--- config.mk ---
export PLATFORM = sky130hd
export DESIGN_NAME = hazard_forward_unit
export DESIGN_NICKNAME = d
export VERILOG_FILES = /design/src/rtl/hazard_forward_unit.sv
export SDC_FILE = /design/constraint.sdc
export NUM_CORES = 1
export LEC_CHECK = 0
export CAP_MARGIN = 25
export CORE_AREA = 10 10 81 83
export DETAILED_ROUTE_END_ITERATION = 10
export DIE_AREA = 0 0 91 93
export HOLD_SLACK_MARGIN = 0.08
export PLACE_DENSITY = 0.85
export SKIP_LAST_GASP = 1
export SYNTH_ARGS = -nofsm -noshare
export SYNTH_HDL_FRONTEND = slang
export SYNTH_SLANG_ARGS = --single-unit
--- constraint.sdc ---
create_clock -name clk -period 4.6 [get_ports clk]
set_clock_uncertainty 0.2 [all_clocks]
set_input_delay 0.46 -clock clk [delete_from_list [all_inputs] [get_ports clk]]
set_output_delay 0.46 -clock clk [all_outputs]
set_load 0.05 [all_outputs]
--- src/rtl/hazard_forward_unit.sv ---
// EX-stage operand forwarding (MEM > WB > retired-writeback history > regfile)
// plus load-use hazard detection with a configurable stall length.

module hfu_src_fwd #(
    parameter int DATA_W     = 16,
    parameter int REG_AW     = 3,
    parameter int HIST_DEPTH = 1,
    parameter int SEL_W      = 2
) (
    input  logic [REG_AW-1:0]                  src_addr,
    input  logic                               src_valid,
    input  logic [REG_AW-1:0]                  mem_dest,
    input  logic                               mem_load_regfile,
    input  logic [DATA_W-1:0]                  mem_data,
    input  logic [REG_AW-1:0]                  wb_dest,
    input  logic                               wb_load_regfile,
    input  logic [DATA_W-1:0]                  wb_data,
    input  logic [HIST_DEPTH-1:0]              hist_valid,
    input  logic [HIST_DEPTH-1:0][REG_AW-1:0]  hist_dest,
    input  logic [HIST_DEPTH-1:0][DATA_W-1:0]  hist_data,
    output logic [SEL_W-1:0]                   sel,
    output logic [DATA_W-1:0]                  data
);

    // Lowest priority is applied first so later, higher-priority hits overwrite it.
    always_comb begin
        sel  = '0;
        data = '0;
        if (src_valid) begin
            for (int k = HIST_DEPTH - 1; k >= 0; k--) begin
                if (hist_valid[k] && hist_dest[k] == src_addr) begin
                    sel  = SEL_W'(3 + k);
                    data = hist_data[k];
                end
            end
            if (wb_load_regfile && wb_dest == src_addr) begin
                sel  = SEL_W'(2);
                data = wb_data;
            end
            if (mem_load_regfile && mem_dest == src_addr) begin
                sel  = SEL_W'(1);
                data = mem_data;
            end
        end
    end

endmodule

module hazard_forward_unit #(
    parameter  int DATA_W     = 16,
    parameter  int REG_AW     = 3,
    parameter  int NUM_SRC    = 2,
    parameter  int HIST_DEPTH = 1,
    parameter  int LOAD_LAT   = 1,
    localparam int SEL_W      = $clog2(3 + HIST_DEPTH)
) (
    input  logic                        clk,
    input  logic                        reset_n,
    input  logic                        stall_in,
    input  logic [NUM_SRC*REG_AW-1:0]   id_src_addr,
    input  logic [NUM_SRC-1:0]          id_src_valid,
    input  logic [NUM_SRC*REG_AW-1:0]   ex_src_addr,
    input  logic [NUM_SRC-1:0]          ex_src_valid,
    input  logic [REG_AW-1:0]           ex_dest,
    input  logic                        ex_load_regfile,
    input  logic                        ex_is_load,
    input  logic [REG_AW-1:0]           mem_dest,
    input  logic                        mem_load_regfile,
    input  logic [DATA_W-1:0]           mem_data,
    input  logic [REG_AW-1:0]           wb_dest,
    input  logic                        wb_load_regfile,
    input  logic [DATA_W-1:0]           wb_data,
    output logic [NUM_SRC*SEL_W-1:0]    fwd_sel,
    output logic [NUM_SRC*DATA_W-1:0]   fwd_data,
    output logic                        load_use_stall,
    output logic                        bubble_ex
);

    localparam int CNT_W = $clog2(LOAD_LAT + 1);

    typedef struct packed {
        logic              valid;
        logic [REG_AW-1:0] dest;
        logic [DATA_W-1:0] data;
    } hist_t;

    typedef enum logic {IDLE, LU_STALL} state_t;

    hist_t [HIST_DEPTH-1:0]              hist;
    logic  [HIST_DEPTH-1:0]              hist_valid;
    logic  [HIST_DEPTH-1:0][REG_AW-1:0]  hist_dest;
    logic  [HIST_DEPTH-1:0][DATA_W-1:0]  hist_data;

    state_t             state, next_state;
    logic [CNT_W-1:0]   cnt, next_cnt;
    logic [NUM_SRC-1:0] id_match;
    logic               hazard;
    logic               stall_req;

    // History ages by cycle: an idle WB still pushes an invalid entry.
    always_ff @(posedge clk or negedge reset_n) begin
        if (!reset_n) begin
            hist <= '0;
        end else if (!stall_in) begin
            hist[0] <= '{valid: wb_load_regfile, dest: wb_dest, data: wb_data};
            for (int k = 1; k < HIST_DEPTH; k++) begin
                hist[k] <= hist[k-1];
            end
        end
    end

    for (genvar h = 0; h < HIST_DEPTH; h++) begin : g_hist
        assign hist_valid[h] = hist[h].valid;
        assign hist_dest[h]  = hist[h].dest;
        assign hist_data[h]  = hist[h].data;
    end

    hfu_src_fwd #(
        .DATA_W     (DATA_W),
        .REG_AW     (REG_AW),
        .HIST_DEPTH (HIST_DEPTH),
        .SEL_W      (SEL_W)
    ) u_src [NUM_SRC-1:0] (
        .src_addr         (ex_src_addr),
        .src_valid        (ex_src_valid),
        .mem_dest         (mem_dest),
        .mem_load_regfile (mem_load_regfile),
        .mem_data         (mem_data),
        .wb_dest          (wb_dest),
        .wb_load_regfile  (wb_load_regfile),
        .wb_data          (wb_data),
        .hist_valid       (hist_valid),
        .hist_dest        (hist_dest),
        .hist_data        (hist_data),
        .sel              (fwd_sel),
        .data             (fwd_data)
    );

    for (genvar g = 0; g < NUM_SRC; g++) begin : g_idm
        assign id_match[g] = id_src_valid[g] &&
                             (id_src_addr[g*REG_AW +: REG_AW] == ex_dest);
    end

    // Any number of matching sources collapses into a single stall episode.
    assign hazard = ex_is_load && ex_load_regfile && (|id_match);

    always_ff @(posedge clk or negedge reset_n) begin
        if (!reset_n) begin
            state <= IDLE;
            cnt   <= '0;
        end else begin
            state <= next_state;
            cnt   <= next_cnt;
        end
    end

    always_comb begin
        next_state = state;
        next_cnt   = cnt;
        stall_req  = 1'b0;
        case (state)
            IDLE: begin
                if (hazard) begin
                    stall_req = 1'b1;
                    if (!stall_in && LOAD_LAT > 1) begin
                        next_state = LU_STALL;
                        next_cnt   = CNT_W'(LOAD_LAT - 1);
                    end
                end
            end
            LU_STALL: begin
                stall_req = 1'b1;
                if (!stall_in) begin
                    if (cnt == CNT_W'(1)) begin
                        next_state = IDLE;
                        next_cnt   = '0;
                    end else begin
                        next_cnt = cnt - CNT_W'(1);
                    end
                end
            end
            default: begin
                next_state = IDLE;
                next_cnt   = '0;
            end
        endcase
    end

    // Held reset masks a live hazard so the front end is never frozen under reset.
    assign load_use_stall = reset_n & stall_req;
    assign bubble_ex      = reset_n & stall_req;

endmodule

==> summary.txt, run 1 <==
Outcome -> finished, final reports clean
Leak -> 1.097 nW
Most area-consuming cells after synthesis -> dfrtp_1, mux2_2, nand2_1, a31oi_1, nand3_1
Total global-route track usage -> 18.87%
Antenna violations before repair -> 0
TritonCTS Sinks -> 22
Initial core utilization -> 43.26%
Synth Instances -> 294
CP Max Fanout -> 16
Max Clk Rate -> 260.0 MHz
Total setup buffers inserted after CTS -> 0
Boundary Pins -> 102
Max Cap Violations -> 0
Max-slew violations -> 0
Vias in the first global route -> 2,584
Hold Vio Cnt, Final -> 0
Reg power frac -> 32.3%
CTS Buf Count -> 3
Internal power -> 424.9 µW
CTS tree -> built
Asr flop ratio synth -> 100.0%
Worst VDD drop -> 0.1637 mV
Pwr/cell area -> 219.8 nW/µm²
P_sw -> 276.0 µW
Worst-margin pin slew -> 0.8926 ns
Worst Path Arrival -> 3.19 ns
DR WL/cell -> 18.31 µm
Switch share -> 39.37%
Clock share of power -> 19.3%
Setup violations, final -> 0
Initial DRC Count -> 296
WS Path Type -> in -> out
Final Cycle Share -> 83.63%
Syn Nets -> 358
Core Box Area -> 5010 µm²
Max clock buf depth -> 2
Post-cts repair resize count -> 0
Post-DP HPWL -> 6435 µm
# diodes -> 0
Max_slew headroom -> 40.31%
Skew-Pair Late Insertion Delay -> 0.26 ns
IO buf count -> 101
Initial DRT Pass Iterations -> 5
Leading cell type by number of instances after synthesis -> nand2_1
Post-synthesis register bit count -> 22
Setup crit end kind -> output pin
Gr ovfl total -> 0
Sum Neg Setup Slack -> 0 ns
Nets -> 444
Die area -> 8463 µm²
Sequential fraction of the synthesis area -> 25.40%
Largest net degree at the start of global routing -> 35
Routed wire length -> 8223 µm
Min-Delay Path Depth -> 1
Layout cells sized above 1 -> 8.971%
DRC viols -> 0
Mapped cell area -> 2167 µm²
Mapped Avg Cell Area -> 7.371 µm²
Vias/cell -> 5.664
Power, Total -> 700.9 µW
Die height -> 93 µm
Post-route ant nets -> 0
Unrepaired setup endpoints after global routing -> false
Vias -> 2,543
Die X -> 91 µm
HP Class -> reg -> reg
Cells on worst reg2reg path -> 1
Critical Path RT -> 3.94 ns
# H-tree levels -> 1
CTS root buf -> clkbuf_8
Post-synth EDFFs -> 0
Yosys top cell area share -> 25.40%
Area grow syn2layout -> 47.11%
# rows -> 26
CTS clk-pin slew, worst paths -> 0.08 ns
Syn. warnings -> 0
Combinational share of power -> 48.4%
Worst Setup Start Kind -> input port
Period minus WS final -> 3.847 ns
Area leader, netlist -> dfrtp_1
First-pass GRT wire length -> 13,340 µm
Hold_buf cts -> 0
Top_reg_cell synth -> dfrtp_1
GPL Wtd Cong -> 0.9152
Yosys cell types -> 27
Most instantiated cells after synthesis -> nand2_1, nand3_1, a31oi_1, nor2_1, o21ai_0
state kept, by name, indices dropped and copies added (netlist names):
| name | count |
|---|---|
| hist_valid | 1 |
| state | 1 |
| hist_data | 16 |
| hist_dest | 3 |
| cnt | 1 |
kinds of logic (layout without fill, tap and decap cells):
| kind of cell | after synthesis | count (layout) | synth area share, % |
|---|---|---|---|
| compound gates | 71 | 71 | 18.71 |
| xor+xnor | 25 | 25 | 11.14 |
| buf+inv | 24 | 109 | 7.332 |
| flops | 22 | 22 | 25.40 |
| mux | 20 | 20 | 10.39 |
| simple gates | 132 | 132 | 27.02 |
routing by layer:
metal  track usage [%]  share of wire, %
met2             31.68                49
met1             23.65                41
met5                 0                 0
met3             3.677               9.3
met4             6.527               1.4
worst max-delay path, stage by stage:
cell and delay, ns:
clkdlybuf4s50_1 0.53, xnor2_1 0.32, and4_1 0.66, nand2_1 0.11, a31oi_1 0.25, clkdlybuf4s50_1 0.85
metrics by stage:
| step | util (%) | hold slack, ns | area [µm²] | worst slack, ns | instances |
|---|---|---|---|---|---|
| 2_1_floorplan | - | -0.03559 | 2167 | 1.894 | 294 |
| 6_report | 63.64 | 0.2934 | 3188 | 0.7532 | 449 |
| 3_3_place_gp | 62.54 | 0.2557 | 3133 | 0.7807 | 445 |
| 3_5_place_dp | 62.54 | 0.2885 | 3133 | 0.8262 | 445 |
| 4_1_cts | 63.64 | 0.2968 | 3188 | 0.8206 | 449 |
| 5_1_grt | 63.64 | 0.3259 | 3188 | 0.6517 | 449 |
final timing paths:
kind	from	endpoint	slack, ns
worst min register to register	cnt	state	0.29
worst min-delay path	cnt	state	0.29
worst max-delay path	wb_dest[2]	fwd_data[9]	0.75
min in group asynchronous	reset_n	state	0.35
worst max register to register	hist_valid	hist_valid	3.34
max in group asynchronous	reset_n	hist_data[3]	3.62
power groups by stage:
stage	logic (mW)	clock network, mW	registers, mW
floorplan	0.210	0	0.222
global placement	0.334	0	0.229
detailed placement	0.336	0	0.230
CTS	0.337	0.138	0.226
global route	0.362	0.147	0.229
finish	0.339	0.135	0.227
area by class of cell:
type	count	area, µm²
multi-input combinational	248	1458
inverter	1	3.754
clock buffer	4	55.05
sequential	22	550.5
tap	70	87.58
fill	471	1822
timing repair buffer	104	1033
placed cells by master (no fill, tap or decap), drive strengths merged:
cell,Yosys,final
a31oi,32,32
clkdlybuf4s50,0,101
dfrtp,22,22
nand4,6,6
buf,19,3
a21oi,3,3
o21a,1,1
xnor2,19,19
mux2,20,20
and4,2,2
nor2,34,34
nand2,54,54
o21ai,32,32
a21boi,3,3
nand3,34,34
nor2b,2,2
xor2,6,6
clkbuf,4,4
inv,1,1
No activity file was read; power rests on OpenSTA's default activity.
==> run 2: changes to the inputs <==
CORE_AREA = 10 10 83 85   (was 10 10 81 83)
DIE_AREA = 0 0 93 95   (was 0 0 91 93)
PLACE_DENSITY = 0.81   (was 0.85)
clock period = 3.6 ns   (was 4.6 ns; I/O delays follow)
==> run 2 against run 1 <==
Final cell count is 0.45% higher. Flip-flop and latch count stayed put. Cell area is 2.6% higher. Non-clock buffer count is 1 higher. Hold slack worse by 0.022 ns. Routed wire length is 0.28% higher. First-iteration DRC count is 7.8% lower. Total power is 27% higher. Critical endpoint is now fwd_data[4]. Highest routed layer unchanged.
==> summary.txt, run 2 (synthesis results as in run 1) <==
Post-DP HPWL -> 6568 µm (+2.1%)
CTS root buf -> clkbuf_8
Post-cts repair resize count -> 0 (unchanged)
Max clock buf depth -> 2 (unchanged)
Initial DRC Count -> 273 (-7.8%)
DR WL/cell -> 18.28 µm (-0.16%)
Nets -> 445 (+0.23%)
Worst Setup EP -> fwd_data[4]
Max_slew headroom -> 41.89% (+1.6 points)
Post-route ant nets -> 0 (unchanged)
Routed wire length -> 8246 µm (+0.28%)
Max Cap Violations -> 0 (unchanged)
Hold Vio Cnt, Final -> 0 (unchanged)
Total global-route track usage -> 17.85% (-1.0 points)
Hold_buf cts -> 0 (unchanged)
Vias in the first global route -> 2,468 (-4.5%)
Worst Setup Start Kind -> input port
Vias -> 2,513 (-1.2%)
Area grow syn2layout -> 50.87%
Worst-margin pin slew -> 0.8689 ns (-0.02363 ns)
Die height -> 95 µm (+2.2%)
Layout cells sized above 1 -> 18.47% (+9.5 points)
Sum Neg Setup Slack -> 0 ns (unchanged)
Worst flop-to-flop path endpoint -> hist_valid
Outcome -> finished, final reports clean
Worst Setup SP -> wb_dest[2]
Metal3 WL -> 701 µm (-8.1%)
Most frequent cells in the layout -> clkdlybuf4s50_1, nand2_1, nand3_1
Pwr/cell area -> 272.2 nW/µm² (+24%)
Family with the most delay on the worst path -> simple AND/OR/NAND/NOR gates
Largest stage delay, worst path -> 0.64 ns (-0.21 ns)
Setup crit end kind -> output pin
Cells on worst reg2reg path -> 1 (unchanged)
Skew-Pair Late Insertion Delay -> 0.26 ns (about the same)
HP Class -> reg -> reg
Total setup buffers inserted after CTS -> 0 (unchanged)
First-pass GRT wire length -> 12,870 µm (-3.5%)
Die X -> 93 µm (+2.2%)
Max-slew violations -> 0 (unchanged)
Wire length on met1 -> 3258 µm (-2.4%)
Unrepaired setup endpoints after global routing -> false
Max Clk Rate -> 334.7 MHz
Critical Path RT -> 3.04 ns (-0.90 ns)
Gr ovfl total -> 0 (unchanged)
IO buf count -> 101 (unchanged)
Vias/cell -> 5.572 (-1.6%)
CP Max Fanout -> 16 (unchanged)
CTS Buf Count -> 3 (unchanged)
Crit-path cells -> clkdlybuf4s50_1 -> xnor2_1 -> and4_1 -> nand2_1 -> a31oi_1 -> buf_12
# diodes -> 0 (unchanged)
Core Box Area -> 5338 µm² (+6.5%)
Worst Path Arrival -> 2.43 ns (-0.76 ns)
Leak -> 1.205 nW (+9.8%)
Crit path buffers/inverters -> 2 (unchanged)
Initial DRT Pass Iterations -> 5 (unchanged)
CTS clk-pin slew, worst paths -> 0.07 ns (about the same)
Period minus WS final -> 2.988 ns
Boundary Pins -> 102 (unchanged)
WS Path Type -> in -> out
Critical path depth in cells -> 6 (unchanged)
Antenna violations before repair -> 0 (unchanged)
R2R Path Start -> hist_valid
Max reg flops -> 16 (unchanged)
Smallest hold slack -> 0.2714 ns (-0.02203 ns)
CTS tree -> built
Commonest non-fill, non-tap cell in the layout -> clkdlybuf4s50_1
CP max stage cell -> and4_1
GPL Wtd Cong -> 0.9615 (+5.1%)
DRC viols -> 0 (unchanged)
TritonCTS Sinks -> 22 (unchanged)
Final Cycle Share -> 82.99%
Setup violations, final -> 0 (unchanged)
Top sig layer -> met4
Die area -> 8835 µm² (+4.4%)
# H-tree levels -> 1 (unchanged)
Largest net degree at the start of global routing -> 35 (unchanged)
# rows -> 27 (+3.8%)
Initial core utilization -> 40.60% (-2.7 points)
Worst VDD drop -> 0.2652 mV (+62%)
R2R setup slack -> 2.35 ns (-0.99 ns)
Met2 WL -> 4061 µm (+1.5%)
[run 2: cell types whose count changed in the layout (fill, tap and decap cells not counted), sizes merged]
| cell | previous run | this run |
|---|---|---|
| buf | 3 | 40 |
| clkdlybuf4s50 | 101 | 65 |
| clkbuf | 4 | 3 |
[run 2: cell type report]
| class | count | area (µm²) |
|---|---|---|
| clock buffers | 3 | 41.29 |
| fillers | 506 | 2068 |
| inverters | 1 | 3.754 |
| multi-input cells | 248 | 1458 |
| flip-flops and latches | 22 | 550.5 |
| well taps | 72 | 90.09 |
| repair buffers | 105 | 1126 |
[run 2: worst min path at each step]
stage | from | to | slack (ns) | cells after the start
3_3_place_gp | cnt | cnt | 0.26 | 1
6_report | cnt | cnt | 0.27 | 1
3_5_place_dp | cnt | cnt | 0.27 | 1
4_1_cts | cnt | cnt | 0.28 | 1
5_1_grt | cnt | state | 0.31 | 1
2_1_floorplan | reset_n | cnt | -0.14 | 0
[run 2: per-stage QoR]
| step | instance area [µm²] | util, % | cells | total power [mW] | worst slack, ns |
|---|---|---|---|---|---|
| final | 3269 | 61.25 | 451 | 0.8898 | 0.6123 |
| after global routing | 3269 | 61.25 | 451 | 0.9365 | 0.4676 |
| after CTS | 3269 | 61.25 | 451 | 0.8901 | 0.6213 |
| after detailed placement | 3228 | 60.48 | 448 | 0.7440 | 0.6251 |
| after global placement | 3228 | 60.48 | 448 | 0.7388 | 0.6855 |
| after floorplan | 2167 | - | 294 | 0.5532 | 1.037 |
[run 2: power by group]
group	total (mW)	switching, mW	internal (mW)
clock	0.146	0.0719	0.0745
combinational	0.455	0.263	0.192
sequential	0.289	0.0191	0.269
total	0.890	0.354	0.536
[run 2: routing by layer]
metal	up-vias	GRT usage, %
met5	-	0
met4	0	6.041
met3	18	2.934
met2	165	30.67
met1	1122	22.15
li1	1208	-
